===== src/rtl/tank_health_pkg.sv =====
// Shared definitions for the tank health block and the bullet block.
// Holds the health state encoding, sprite geometry and the explosion stage helper.
package tank_pkg;

  typedef enum logic [1:0] {
    ALIVE  = 2'd0,
    INVULN = 2'd1,
    DYING  = 2'd2,
    DEAD   = 2'd3
  } health_state_t;

  localparam int TANK_SIZE   = 16;
  localparam int BULLET_SIZE = 2;
  localparam int MAX_BULLETS = 4;

  localparam int HP_W    = 3;
  localparam int FRAME_W = 8;

  // Explosion sprite stage: count*4/frames, always 0..3 while count < frames.
  function automatic logic [1:0] explode_stage(input logic [FRAME_W-1:0] cnt,
                                               input int frames);
    logic [FRAME_W+1:0] scaled;
    scaled = {cnt, 2'b00} / (FRAME_W+2)'(frames);
    return scaled[1:0];
  endfunction

endpackage


===== src/rtl/tank_health_if.sv =====
// Signal bundle between the game logic and the tank health block.
// hit is a level sampled every cycle; frame_tick and restart are one-cycle pulses.
interface tank_health_if;
  import tank_pkg::*;

  logic                hit;
  logic                frame_tick;
  logic                restart;
  logic [HP_W-1:0]     hp;
  health_state_t       state;
  logic                hit_taken;
  logic                visible;
  logic [1:0]          explode_idx;
  logic                game_over;

  modport master (
    output hit, frame_tick, restart,
    input  hp, state, hit_taken, visible, explode_idx, game_over
  );

  modport slave (
    input  hit, frame_tick, restart,
    output hp, state, hit_taken, visible, explode_idx, game_over
  );

endinterface


===== src/rtl/tank_health_frame_timer.sv =====
// 8-bit frame counter with synchronous clear and terminal-count detect.
// Terminal count returns the counter to zero so the owner never sees a wrap.
module frame_timer
  import tank_pkg::*;
(
  input  logic               clk,
  input  logic               reset,
  input  logic               clear,
  input  logic               enable,
  input  logic               tick,
  input  logic [FRAME_W-1:0] terminal,
  output logic [FRAME_W-1:0] count_next,
  output logic               at_terminal
);

  logic [FRAME_W-1:0] count_q;
  logic [FRAME_W-1:0] count_d;

  always_comb begin
    at_terminal = 1'b0;
    count_d     = count_q;
    if (clear) begin
      count_d = '0;
    end else if (enable && tick) begin
      if (count_q == terminal) begin
        at_terminal = 1'b1;
        count_d     = '0;
      end else begin
        count_d = count_q + 8'd1;
      end
    end
  end

  always_ff @(posedge clk) begin
    if (reset) begin
      count_q <= '0;
    end else begin
      count_q <= count_d;
    end
  end

  assign count_next = count_d;

endmodule


===== src/rtl/tank_health.sv =====
// Tank hit-point FSM: ALIVE -> INVULN after a survivable hit, ALIVE -> DYING -> DEAD
// after the last hit point; all outputs come straight from flops.
module tank_health
  import tank_pkg::*;
#(
  parameter int MAX_HP         = 3,
  parameter int INVULN_FRAMES  = 60,
  parameter int EXPLODE_FRAMES = 32,
  parameter int BLINK_SHIFT    = 2
) (
  input  logic         clk,
  input  logic         reset,
  tank_health_if.slave bus
);

  health_state_t      state_q, state_d;
  logic [HP_W-1:0]    hp_q, hp_d;
  logic               hit_taken_q, hit_taken_d;
  logic               visible_q, visible_d;
  logic [1:0]         explode_idx_q, explode_idx_d;
  logic               game_over_q, game_over_d;

  logic               timer_clear;
  logic               timer_enable;
  logic [FRAME_W-1:0] timer_terminal;
  logic [FRAME_W-1:0] count_d;
  logic               timer_done;

  // The counter only runs in the two timed states; ALIVE holds it at zero so a
  // frame_tick arriving with the entering hit is never counted.
  always_comb begin
    timer_enable   = (state_q == INVULN) || (state_q == DYING);
    timer_clear    = bus.restart || !timer_enable;
    timer_terminal = (state_q == INVULN) ? FRAME_W'(INVULN_FRAMES - 1)
                                         : FRAME_W'(EXPLODE_FRAMES - 1);
  end

  frame_timer u_frame_timer (
    .clk         (clk),
    .reset       (reset),
    .clear       (timer_clear),
    .enable      (timer_enable),
    .tick        (bus.frame_tick),
    .terminal    (timer_terminal),
    .count_next  (count_d),
    .at_terminal (timer_done)
  );

  always_comb begin
    state_d     = state_q;
    hp_d        = hp_q;
    hit_taken_d = 1'b0;
    if (bus.restart) begin
      state_d = ALIVE;
      hp_d    = HP_W'(MAX_HP);
    end else begin
      case (state_q)
        ALIVE: begin
          if (bus.hit) begin
            hit_taken_d = 1'b1;
            if (hp_q <= 3'd1) begin
              hp_d    = '0;
              state_d = DYING;
            end else begin
              hp_d    = hp_q - 3'd1;
              state_d = INVULN;
            end
          end
        end
        INVULN: begin
          if (timer_done) state_d = ALIVE;
        end
        DYING: begin
          if (timer_done) state_d = DEAD;
        end
        DEAD: begin
          hp_d = '0;
        end
        default: state_d = ALIVE;
      endcase
    end
  end

  // Sprite outputs are decoded from the next-state values so they register
  // alongside state and hp.
  always_comb begin
    visible_d     = 1'b0;
    explode_idx_d = 2'd0;
    game_over_d   = 1'b0;
    case (state_d)
      ALIVE:   visible_d = 1'b1;
      INVULN:  visible_d = ~count_d[BLINK_SHIFT];
      DYING:   explode_idx_d = explode_stage(count_d, EXPLODE_FRAMES);
      DEAD:    game_over_d = 1'b1;
      default: visible_d = 1'b1;
    endcase
  end

  always_ff @(posedge clk) begin
    if (reset) begin
      state_q       <= ALIVE;
      hp_q          <= HP_W'(MAX_HP);
      hit_taken_q   <= 1'b0;
      visible_q     <= 1'b1;
      explode_idx_q <= 2'd0;
      game_over_q   <= 1'b0;
    end else begin
      state_q       <= state_d;
      hp_q          <= hp_d;
      hit_taken_q   <= hit_taken_d;
      visible_q     <= visible_d;
      explode_idx_q <= explode_idx_d;
      game_over_q   <= game_over_d;
    end
  end

  assign bus.hp          = hp_q;
  assign bus.state       = state_q;
  assign bus.hit_taken   = hit_taken_q;
  assign bus.visible     = visible_q;
  assign bus.explode_idx = explode_idx_q;
  assign bus.game_over   = game_over_q;

endmodule

===== src/flat_wrapper.sv =====
// flat-port wrapper written by rule: the top's interface ports become plain ports
module tank_health_flat import tank_pkg::*;
#(
  parameter int MAX_HP         = 3,
  parameter int INVULN_FRAMES  = 60,
  parameter int EXPLODE_FRAMES = 32,
  parameter int BLINK_SHIFT    = 2
)
  (clk, reset, bus_hit, bus_frame_tick, bus_restart, bus_hp, bus_state, bus_hit_taken, bus_visible, bus_explode_idx, bus_game_over);
  tank_health_if bus_i ();
  input  logic clk;
  input  logic reset;
  input wire logic [$bits(bus_i.hit)-1:0] bus_hit;
  input wire logic [$bits(bus_i.frame_tick)-1:0] bus_frame_tick;
  input wire logic [$bits(bus_i.restart)-1:0] bus_restart;
  output wire logic [$bits(bus_i.hp)-1:0] bus_hp;
  output wire logic [$bits(bus_i.state)-1:0] bus_state;
  output wire logic [$bits(bus_i.hit_taken)-1:0] bus_hit_taken;
  output wire logic [$bits(bus_i.visible)-1:0] bus_visible;
  output wire logic [$bits(bus_i.explode_idx)-1:0] bus_explode_idx;
  output wire logic [$bits(bus_i.game_over)-1:0] bus_game_over;
  assign bus_i.hit = bus_hit;
  assign bus_i.frame_tick = bus_frame_tick;
  assign bus_i.restart = bus_restart;
  assign bus_hp = bus_i.hp;
  assign bus_state = bus_i.state;
  assign bus_hit_taken = bus_i.hit_taken;
  assign bus_visible = bus_i.visible;
  assign bus_explode_idx = bus_i.explode_idx;
  assign bus_game_over = bus_i.game_over;
  tank_health #(.MAX_HP(MAX_HP), .INVULN_FRAMES(INVULN_FRAMES), .EXPLODE_FRAMES(EXPLODE_FRAMES), .BLINK_SHIFT(BLINK_SHIFT)) u_core (.clk(clk), .reset(reset), .bus(bus_i));
endmodule

===== config.mk =====
export PLATFORM = sky130hd
export DESIGN_NAME = tank_health_flat
export DESIGN_NICKNAME = d
export VERILOG_FILES = /design/src/rtl/tank_health_pkg.sv /design/src/rtl/tank_health_if.sv /design/src/rtl/tank_health_frame_timer.sv /design/src/rtl/tank_health.sv /design/src/flat_wrapper.sv
export SDC_FILE = /design/constraint.sdc
export NUM_CORES = 1
export LEC_CHECK = 0
export CAP_MARGIN = 25
export CELL_PAD_IN_SITES_DETAIL_PLACEMENT = 1
export CELL_PAD_IN_SITES_GLOBAL_PLACEMENT = 2
export CORE_ASPECT_RATIO = 1.2
export CORE_MARGIN = 2
export CORE_UTILIZATION = 28
export DETAILED_ROUTE_END_ITERATION = 10
export PLACE_DENSITY_LB_ADDON = 0.3
export SLEW_MARGIN = 20
export SYNTH_ARGS = -nofsm -noshare
export SYNTH_HDL_FRONTEND = slang
export SYNTH_SLANG_ARGS = --single-unit

===== constraint.sdc =====
create_clock -name clk -period 1.87 [get_ports clk]
set_input_delay 0.374 -clock clk [delete_from_list [all_inputs] [get_ports clk]]
set_output_delay 0.374 -clock clk [all_outputs]
set_load 0.05 [all_outputs]

==> metrics <==
CP peak stage delay 0.80 ns; Worst setup SP type flop; Pleak 0.470 nW; num rows 22; IO Pins 15; layout cells sized above 1 0.216; Avg Cell Area, Syn 8.82 µm²; Seq pwr share 0.557; Iteration-0 DRC Markers 22; worst slew pin tran 0.499 ns; Power Internal 0.514 mW; Post-synth ARST share 0; Max VDD drop 0.493 mV; Initial DRT Pass Iterations 4; Tmin final 1.80 ns; Inserted Clock Buffers 3; Logic pwr share 0.165; Switch Pwr 0.194 mW; vias per cell 5.19; die area 0.00378 mm²; Synth Register Bits 18; run status completed; Crit-path slowest cell clkdlybuf4s50_1; worst min path class reg -> reg; kind of cell adding the most delay to the critical path buffers and inverters; Die Span Y 67.0 µm; Worst Path Max Fanout 2; Max-Cap Viols 0; hold_ws 0.491 ns; CP endpoint kind output port; Max Fclk 555 MHz; final instance area 0.00125 mm²; GRT Util Overall 0.152; Crit path buffers/inverters 1; diode count 0; Sw Ratio 0.274; Critical Path, Cell by Cell clkdlybuf4s50_1; final setup vio count 0; fin. max-slew vios 0; latest clock arrival within the worst-skew pair 0.29 ns; final wirelength 2460 µm; fin crit share 0.964; Die Wd 56.5 µm; dpl cell area 0.00118 mm²; vias 883; Placer Congestion 0.708; arrival time at the worst endpoint 1.43 ns; CP startpoint u_core.bus.hp[2]$_SDFFE_PP0P_; Yosys cell types 34; Req. time, crit path 1.50 ns; nets 147; EDFF count, synth 0; net count after synthesis 117; PwrDens 568 mW/mm²; WL/cell 14.5 µm; Core ar. 0.00311 mm²; YS warnings 0; Slew HR 0.666; fin util 0.401; clock power share 0.278; overflow left after global routing 0; Post-DP HPWL 1880 µm; Port Buf Inserts 14; initial antenna violation count 0; hold_sp u_core.u_frame_timer.count_q[1]$_SDFFE_PP0N_; largest net degree at the start of global routing 11; Netlist Area Pre-Place 926 µm²; Initial Util 0.298; CTS Buffer Depth 2; clk root buf clkbuf_4; H-tree lvl count 1; area overhead of the layout relative to synthesis 34.7%; Post-Syn Instances 105; worst flop-to-flop path startpoint u_core.bus.state[0]$_SDFF_PP0_; worst reg2reg setup slack 0.08 ns; dominant synthesized flop cell dfxtp_1; final hold vios 0; DRC 0; CTS tree yes; share of the yosys chip area belonging to registers 0.389; Worst-path clk slew 0.10 ns; global-route wire length before repair 4460 µm; CTS sink cnt 18; skew final 0.00306 ns; vias in the first global route 939; antenna viol nets, final 0; Crit Path Category reg -> out
## cell usage after synthesis (all sizes together) (3+ instances only)
cell | number | area, µm²
o21ai | 3 | 15.0
nand2b | 4 | 25.0
dfxtp | 18 | 360
xor2 | 3 | 26.3
xnor2 | 3 | 26.3
nand2 | 8 | 30.0
a21oi | 5 | 25.0
nand3 | 8 | 40.0
ha | 7 | 87.6
nor2b | 3 | 18.8
nor2 | 10 | 37.5
inv | 6 | 22.5
nor3 | 4 | 30.0
## layer usage
layer,wire length (µm),vias up,part of all wire,GRT usage
met2,1420,12,0.58,0.289
met4,23,0,0.0093,0.0536
met3,78,2,0.032,0.0350
li1,-,434,-,-
met1,937,435,0.38,0.161
met5,0,-,0,0
## per-stage QoR
stage	setup TNS [ns]	power, mW	cells	worst slack [ns]
2_1_floorplan	0	0.468	105	0.00327
3_3_place_gp	-0.404	0.509	162	-0.107
3_5_place_dp	-0.874	0.511	162	-0.179
4_1_cts	0	0.716	168	0.00667
5_1_grt	-0.00238	0.749	170	-0.00125
6_report	0	0.708	170	0.0680
## worst paths after layout
| kind | end | cells after the start |
|---|---|---|
| worst min-delay path | u_core.u_frame_timer.count_q[1]$_SDFFE_PP0N_ | 2 |
| worst min register to register | u_core.u_frame_timer.count_q[1]$_SDFFE_PP0N_ | 2 |
| worst max-delay path | bus_hp[2] | 1 |
| worst max register to register | u_core.bus.state[0]$_SDFF_PP0_ | 7 |
## worst reg2reg max path, stage by stage (launching register included)
cell and delay (ns):
dfxtp_4 0.39, inv_4 0.05, ha_4 0.28, and3_4 0.19, nor2b_4 0.15, mux2i_1 0.09, o31a_1 0.37, nor2b_1 0.16
## sequential cells by signal, summed over array words and instances (netlist names)
register / flops
u_core.bus.game_over: 1
u_core.bus.explode_idx: 2
u_core.bus.visible: 1
u_core.bus.state: 2
u_core.bus.hp: 3
u_core.u_frame_timer.count_q: 8
u_core.bus.hit_taken: 1
## what timing repair did
action	CTS	global route
gates resized for setup	2	3
hold buffers	0	0
buffers inserted	2	2
setup endpoints to repair	2	5
pin swaps	1	2
## cell type report
| type | instances | area, µm² |
|---|---|---|
| Clock inverter | 1 | 3.75 |
| Multi-Input combinational cell | 81 | 571 |
| Timing Repair Buffer | 25 | 213 |
| Inverter | 6 | 25.0 |
| Sequential cell | 18 | 368 |
| Fill cell | 381 | 1860 |
| Clock buffer | 3 | 22.5 |
| Tap cell | 36 | 45.0 |
## power by group through the flow
| stage | Combinational, mW | Sequential, mW | Clock (mW) |
|---|---|---|---|
| final | 0.117 | 0.394 | 0.197 |
| after floorplan | 0.0449 | 0.424 | 0 |
| after global routing | 0.128 | 0.396 | 0.225 |
| after detailed placement | 0.107 | 0.404 | 0 |
| after global placement | 0.105 | 0.403 | 0 |
| after CTS | 0.113 | 0.394 | 0.208 |
## kinds of logic (layout without fill, tap and decap cells)
group,after synthesis,after routing,synth area share
simple gates,46,46,0.265
compound gates,21,21,0.159
flops,18,18,0.389
fa+ha+maj,7,7,0.0946
xor+xnor,6,6,0.0568
buf+inv,6,35,0.0243
mux,1,1,0.0108
## layout by cell type (no fill, tap or decap), drive strengths merged, types with 2 or more instances in the layout
cell type / synthesis / layout
a21oi: 5 / 5
buf: 0 / 15
clkbuf: 0 / 3
clkdlybuf4s50: 0 / 10
dfxtp: 18 / 18
ha: 7 / 7
inv: 6 / 6
nand2: 8 / 8
nand2b: 4 / 4
nand3: 8 / 8
nor2: 10 / 10
nor2b: 3 / 3
nor3: 4 / 4
nor4: 2 / 2
o21ai: 3 / 3
o21bai: 2 / 2
o22ai: 2 / 2
o311ai: 2 / 2
xnor2: 3 / 3
xor2: 3 / 3
Power figures use the tool's default switching activity.
==> RTL change 1 (same settings) <==
`FRAME_W`: 8 -> 10.
--- a/src/rtl/tank_health_pkg.sv
+++ b/src/rtl/tank_health_pkg.sv
@@ -14,7 +14,7 @@
   localparam int MAX_BULLETS = 4;
 
   localparam int HP_W    = 3;
-  localparam int FRAME_W = 8;
+  localparam int FRAME_W = 10;
 
   // Explosion sprite stage: count*4/frames, always 0..3 while count < frames.
   function automatic logic [1:0] explode_stage(input logic [FRAME_W-1:0] cnt,
Formal check against the unedited RTL: no difference found for any inputs over 10 cycles, from zero or initial values and one cycle with reset high; that may be too few to reach the edited logic, so the function may still have changed.
==> RTL change 1 against the unedited design <==
- cell area rose by 23%
- wire length rose by 25%
- critical path depth increased by 7
- combinational power is 43% higher
- setup slack worse by 45 ps
- synthesized area increased by 13%
- via count grew 12%
- core utilization increased by 2.3 points
- power up 49%
- sequential share of layout area fell by 2.6 points
- worst hold slack better by 37 ps
- critical endpoint is now u_core.bus.explode_idx[0]
- die area increased by 12%
- sequential cell count increased by 2
==> RTL change 1: results (changes against the unedited design) <==
outcome=complete, no violations; cell type of the slowest stage on the worst timing path=sky130_fd_sc_hd__dfxtp_4; transition time of the tightest slew-check pin=497 ps (-2.22 ps); weighted congestion at the end of routability-driven global placement=0.759 (+7.2%); area after detailed placement=1340 um^2 (+14%); endpoint of the worst hold-timing path=u_core.bus.hp[1]; number of distinct library cells after synthesis=41 (+21%); Post-Route Skew=3.04 ps (-0.0163 ps); number of vias per cell after detailed routing=5.17 (-0.53%); first-pass GRT wire length=5020 um (+13%); Data arrival, critical path=2030 ps (+600 ps); placed insts=182 (+12%); Final Hold Slack=527 ps (+36.5 ps); routed length per instance=16.0 um (+11%); pin count of the biggest net entering global routing=13 (+2); clk root buf=sky130_fd_sc_hd__clkbuf_8; overall routing resource usage=16.1% (+0.92 points); Post-Synth Adder-Cell Area=8.37% (-1.1 points); Mapped Cells=119 (+13%); largest stage delay on the critical path=380 ps (-420 ps); sequential share of the synthesized area=38.3% (-0.64 points); clock latency reported for the late side of the worst-skew pair=270 ps (-20 ps); # fillers=426 (+12%); synth top area cells=sky130_fd_sc_hd__dfxtp_1 (38%), sky130_fd_sc_hd__ha_1 (8.4%), sky130_fd_sc_hd__xor2_1 (5.0%); vias in the first global route=1071 (+14%); top fanout value on the critical path=4 (+2); register clock-pin slew on the reported worst setup and hold paths=80 ps (-20 ps); worst setup slack before clock tree synthesis=-196 ps (-16.4 ps)
RTL change 1: changes by cell type in the layout (fill, tap and decap cells not counted), sizes merged, moves of 3 or more:
cell,unedited run,this run
a21oi,5,1
nand3,8,3
buf,15,26
o21ai,3,6
nor2,10,13
nand4,1,5
xor2,3,6
RTL change 1: per-layer routing:
metal,wire length [um],GRT usage [%]
met1,1190,15.9
met2,1750,30.3
met3,63,3.47
met4,80,7.65
met5,0,0
RTL change 1: what timing repair did:
| action | CTS | global route |
|---|---|---|
| setup buffers | 4 | 2 |
| endpoints found under the hold margin | 0 | 0 |
| pin swaps | 5 | 15 |
| setup endpoints to repair | 11 | 13 |
| gates resized for setup | 5 | 13 |
RTL change 1: how the worst max path moves through the flow:
stage / from / endpoint / slack [ps] / cells past startpoint
after CTS: u_core.bus.state[0] / u_core.bus.explode_idx[0] / -50 / 7
after detailed placement: bus_frame_tick / u_core.bus.explode_idx[0] / -200 / 6
after global routing: u_core.bus.state[1] / u_core.bus.explode_idx[0] / -50 / 8
after floorplan: u_core.bus.state[0] / u_core.bus.explode_idx[0] / -30 / 8
after global placement: bus_frame_tick / u_core.bus.explode_idx[0] / -110 / 6
final: u_core.bus.state[0] / u_core.bus.explode_idx[0] / 20 / 8
RTL change 1: area by class of cell:
cell class	count	area (um^2)	area share (%)
Clock inverter	1	30.0	1.96
Multi-Input combinational cell	86	671	43.9
Timing Repair Buffer	35	293	19.1
Clock buffer	3	41.3	2.70
Inverter	8	35.0	2.29
Sequential cell	20	410	26.8
Tap cell	39	48.8	3.19
RTL change 1: power by group:
group	switching (W)	internal, W	leakage (nW)	total, W
combinational	0.0000926	0.0000748	0.410	0.000167
sequential	0.00000757	0.000432	0.163	0.000439
clock	0.000164	0.000286	0.0357	0.000450
==> RTL change 2 (same settings) <==
Made on the original files. Reset style: asynchronous (`reset`), changed in 2 clocked blocks.
--- a/src/rtl/tank_health_frame_timer.sv
+++ b/src/rtl/tank_health_frame_timer.sv
@@ -31,7 +31,7 @@
     end
   end
 
-  always_ff @(posedge clk) begin
+  always_ff @(posedge clk or posedge reset) begin
     if (reset) begin
       count_q <= '0;
     end else begin
--- a/src/rtl/tank_health.sv
+++ b/src/rtl/tank_health.sv
@@ -96,7 +96,7 @@
     endcase
   end
 
-  always_ff @(posedge clk) begin
+  always_ff @(posedge clk or posedge reset) begin
     if (reset) begin
       state_q       <= ALIVE;
       hp_q          <= HP_W'(MAX_HP);
Function: differs if reset is asserted again (counterexample within 4 cycles, from zero or initial values and one cycle with reset high); with reset held inactive, the same outputs for 10 cycles.
==> RTL change 2 against the unedited design <==
- the run now ends with setup timing left
- via count is 12% higher
- synthesized area up 14%
- core utilization is 4.1 points higher
- sequential cell count unchanged
- cell area grew 29%
- setup slack got worse by 210 ps
- wire length is 22% higher
- count of clock-buffer cells in the layout up 1
- critical path type is now reg -> reg
Power is not compared: it rests on default switching activity, and its combinational part moved more than twofold at a synthesized area within 25%.
==> RTL change 2: results (changes against the unedited design) <==
Global Route met2 Usage=25.6% (-3.3 points); via count=991 (+12%); violations in the final reports=setup timing; net count after synthesis=123 (+5.1%); outcome=finished with violations; sequential share of the synthesized area=42.9% (+3.9 points); final worst slack=-140 ps (-208 ps); number of vias per cell after detailed routing=4.79 (-7.8%); area after detailed placement=1430 um^2 (+22%); routed length per instance=14.5 um (about the same); share of cells above drive strength 1=41.9% (+20 points); iteration-0 DRC count of the detailed router=16 (-27%); proportion of register bits with asynchronous set or reset after synthesis=100% (+100 points); Hold Crit Class=in -> async; total of endpoints with negative setup slack in the final report=8 (+8); top cell types by occurrence after synthesis=sky130_fd_sc_hd__dfrtp_1 (15), sky130_fd_sc_hd__nand2_1 (12), sky130_fd_sc_hd__nor2_1 (9); Worst Reg2Reg Path Length in Cells=6 (-1); met3 wire len=82 um (+5.1%); commonest register cell after synthesis=sky130_fd_sc_hd__dfrtp_1; Data arrival, critical path=2200 ps (+770 ps); sum of met2 wire segment lengths after detailed routing=1560 um (+9.6%); placed insts=198 (+22%); Slew Limit Headroom=65.7% (-0.97 points); register clock-pin slew on the reported worst setup and hold paths=70 ps (-30 ps); Mean Syn Cell Area=9.55 um^2 (+8.3%); Post-Synth Adder-Cell Area=8.26% (-1.2 points); highest metal used=met4; met3 usage=2.35% (-1.1 points); clock latency reported for the late side of the worst-skew pair=250 ps (-40 ps); dominant delay contributor by cell family on the critical path=compound AO/OA/AOI/OAI gates; pin count of the biggest net entering global routing=19 (+8); synth top area cells=sky130_fd_sc_hd__dfrtp_1 (35%), sky130_fd_sc_hd__ha_1 (8.3%), sky130_fd_sc_hd__dfstp_2 (7.4%); mux cell area share after synthesis=2.01% (+0.93 points); detailed placer's ending HPWL=2310 um (+23%); Synth Area in XOR/XNOR=0% (-5.7 points); largest stage delay on the critical path=450 ps (-350 ps); clk root buf=sky130_fd_sc_hd__clkbuf_8; reg-to-reg endpoint=u_core.bus.game_over; met1 Usage GRT=20.6% (+4.5 points); Post-Route Skew=5.23 ps (+2.17 ps); first-pass GRT wire length=5060 um (+14%); post-synthesis compound-gate area fraction=20.9% (+5.0 points); top fanout value on the critical path=5 (+3); number of antenna violations at the first check in global routing=0 (unchanged); number of distinct library cells after synthesis=40 (+18%); overall routing resource usage=15.3% (+0.16 points); Reg2Reg Launch Point=u_core.bus.state[0]; NumNets Final=168 (+14%)
## RTL change 2: changes by cell type in the layout (fill, tap and decap cells not counted), sizes merged, moves of 3 or more
| cell | unedited run | this run |
|---|---|---|
| buf | 15 | 34 |
| dfxtp | 18 | 0 |
| dfrtp | 0 | 15 |
| nand2 | 8 | 12 |
| nand2b | 4 | 0 |
| dfstp | 0 | 3 |
| or2b | 0 | 3 |
| or3 | 1 | 4 |
| xnor2 | 3 | 0 |
| xor2 | 3 | 0 |
## RTL change 2: timing repair
item | in CTS | in global routing
pin swaps | 3 | 9
setup buffers | 2 | 3
setup endpoints to repair | 10 | 13
gates resized for setup | 6 | 11
## RTL change 2: area by class of cell
class / count / area, um^2
fill: 416 / 2030
inverter: 7 / 26.3
timing repair buffer: 42 / 335
tap: 52 / 65.1
sequential: 18 / 457
multi-input combinational: 84 / 679
clock buffer: 4 / 45.0
## RTL change 2: power by group through the flow
stage | registers (W) | logic, W | clock network [W]
floorplan | 0.000698 | 0.000349 | 0
global placement | 0.000514 | 0.000870 | 0
detailed placement | 0.000518 | 0.000889 | 0
CTS | 0.000510 | 0.000914 | 0.000285
global route | 0.000519 | 0.00105 | 0.000303
finish | 0.000507 | 0.000973 | 0.000277
## RTL change 2: logic make-up (layout without fill, tap and decap cells)
logic type	after synthesis	count (layout)
AND/OR/NAND/NOR	46	46
AO/OA/AOI/OAI	29	29
flip-flops	18	18
buffers and inverters	9	53
adder cells (fa/ha/maj)	7	7
multiplexers	2	2
## RTL change 2: worst reg2reg max path: stages, from the launching register on
cell,delay (ps)
sky130_fd_sc_hd__dfrtp_2,450
sky130_fd_sc_hd__ha_4,170
sky130_fd_sc_hd__or3b_4,370
sky130_fd_sc_hd__a211o_1,270
sky130_fd_sc_hd__o221a_1,270
sky130_fd_sc_hd__a41oi_4,250
sky130_fd_sc_hd__and2_1,170
## RTL change 2: worst max-delay path by stage
stage / start / depth (start not counted) / endpoint / slack (ps)
finish: u_core.bus.state[0] / 6 / u_core.bus.game_over / -140
global placement: bus_restart / 6 / u_core.bus.game_over / -240
CTS: u_core.bus.state[0] / 6 / u_core.bus.game_over / -170
global route: u_core.bus.state[0] / 6 / u_core.bus.game_over / -200
floorplan: u_core.bus.state[1] / 7 / u_core.bus.state[0] / -210
detailed placement: bus_frame_tick / 5 / u_core.bus.game_over / -210
## RTL change 2: through the flow
stage / hold WS [ps] / TNS (ps) / total power, W
floorplan: 310 / -1400 / 0.00105
global placement: 494 / -1040 / 0.00138
detailed placement: 498 / -1080 / 0.00141
CTS: 457 / -1250 / 0.00171
global route: 465 / -1390 / 0.00187
finish: 440 / -707 / 0.00176
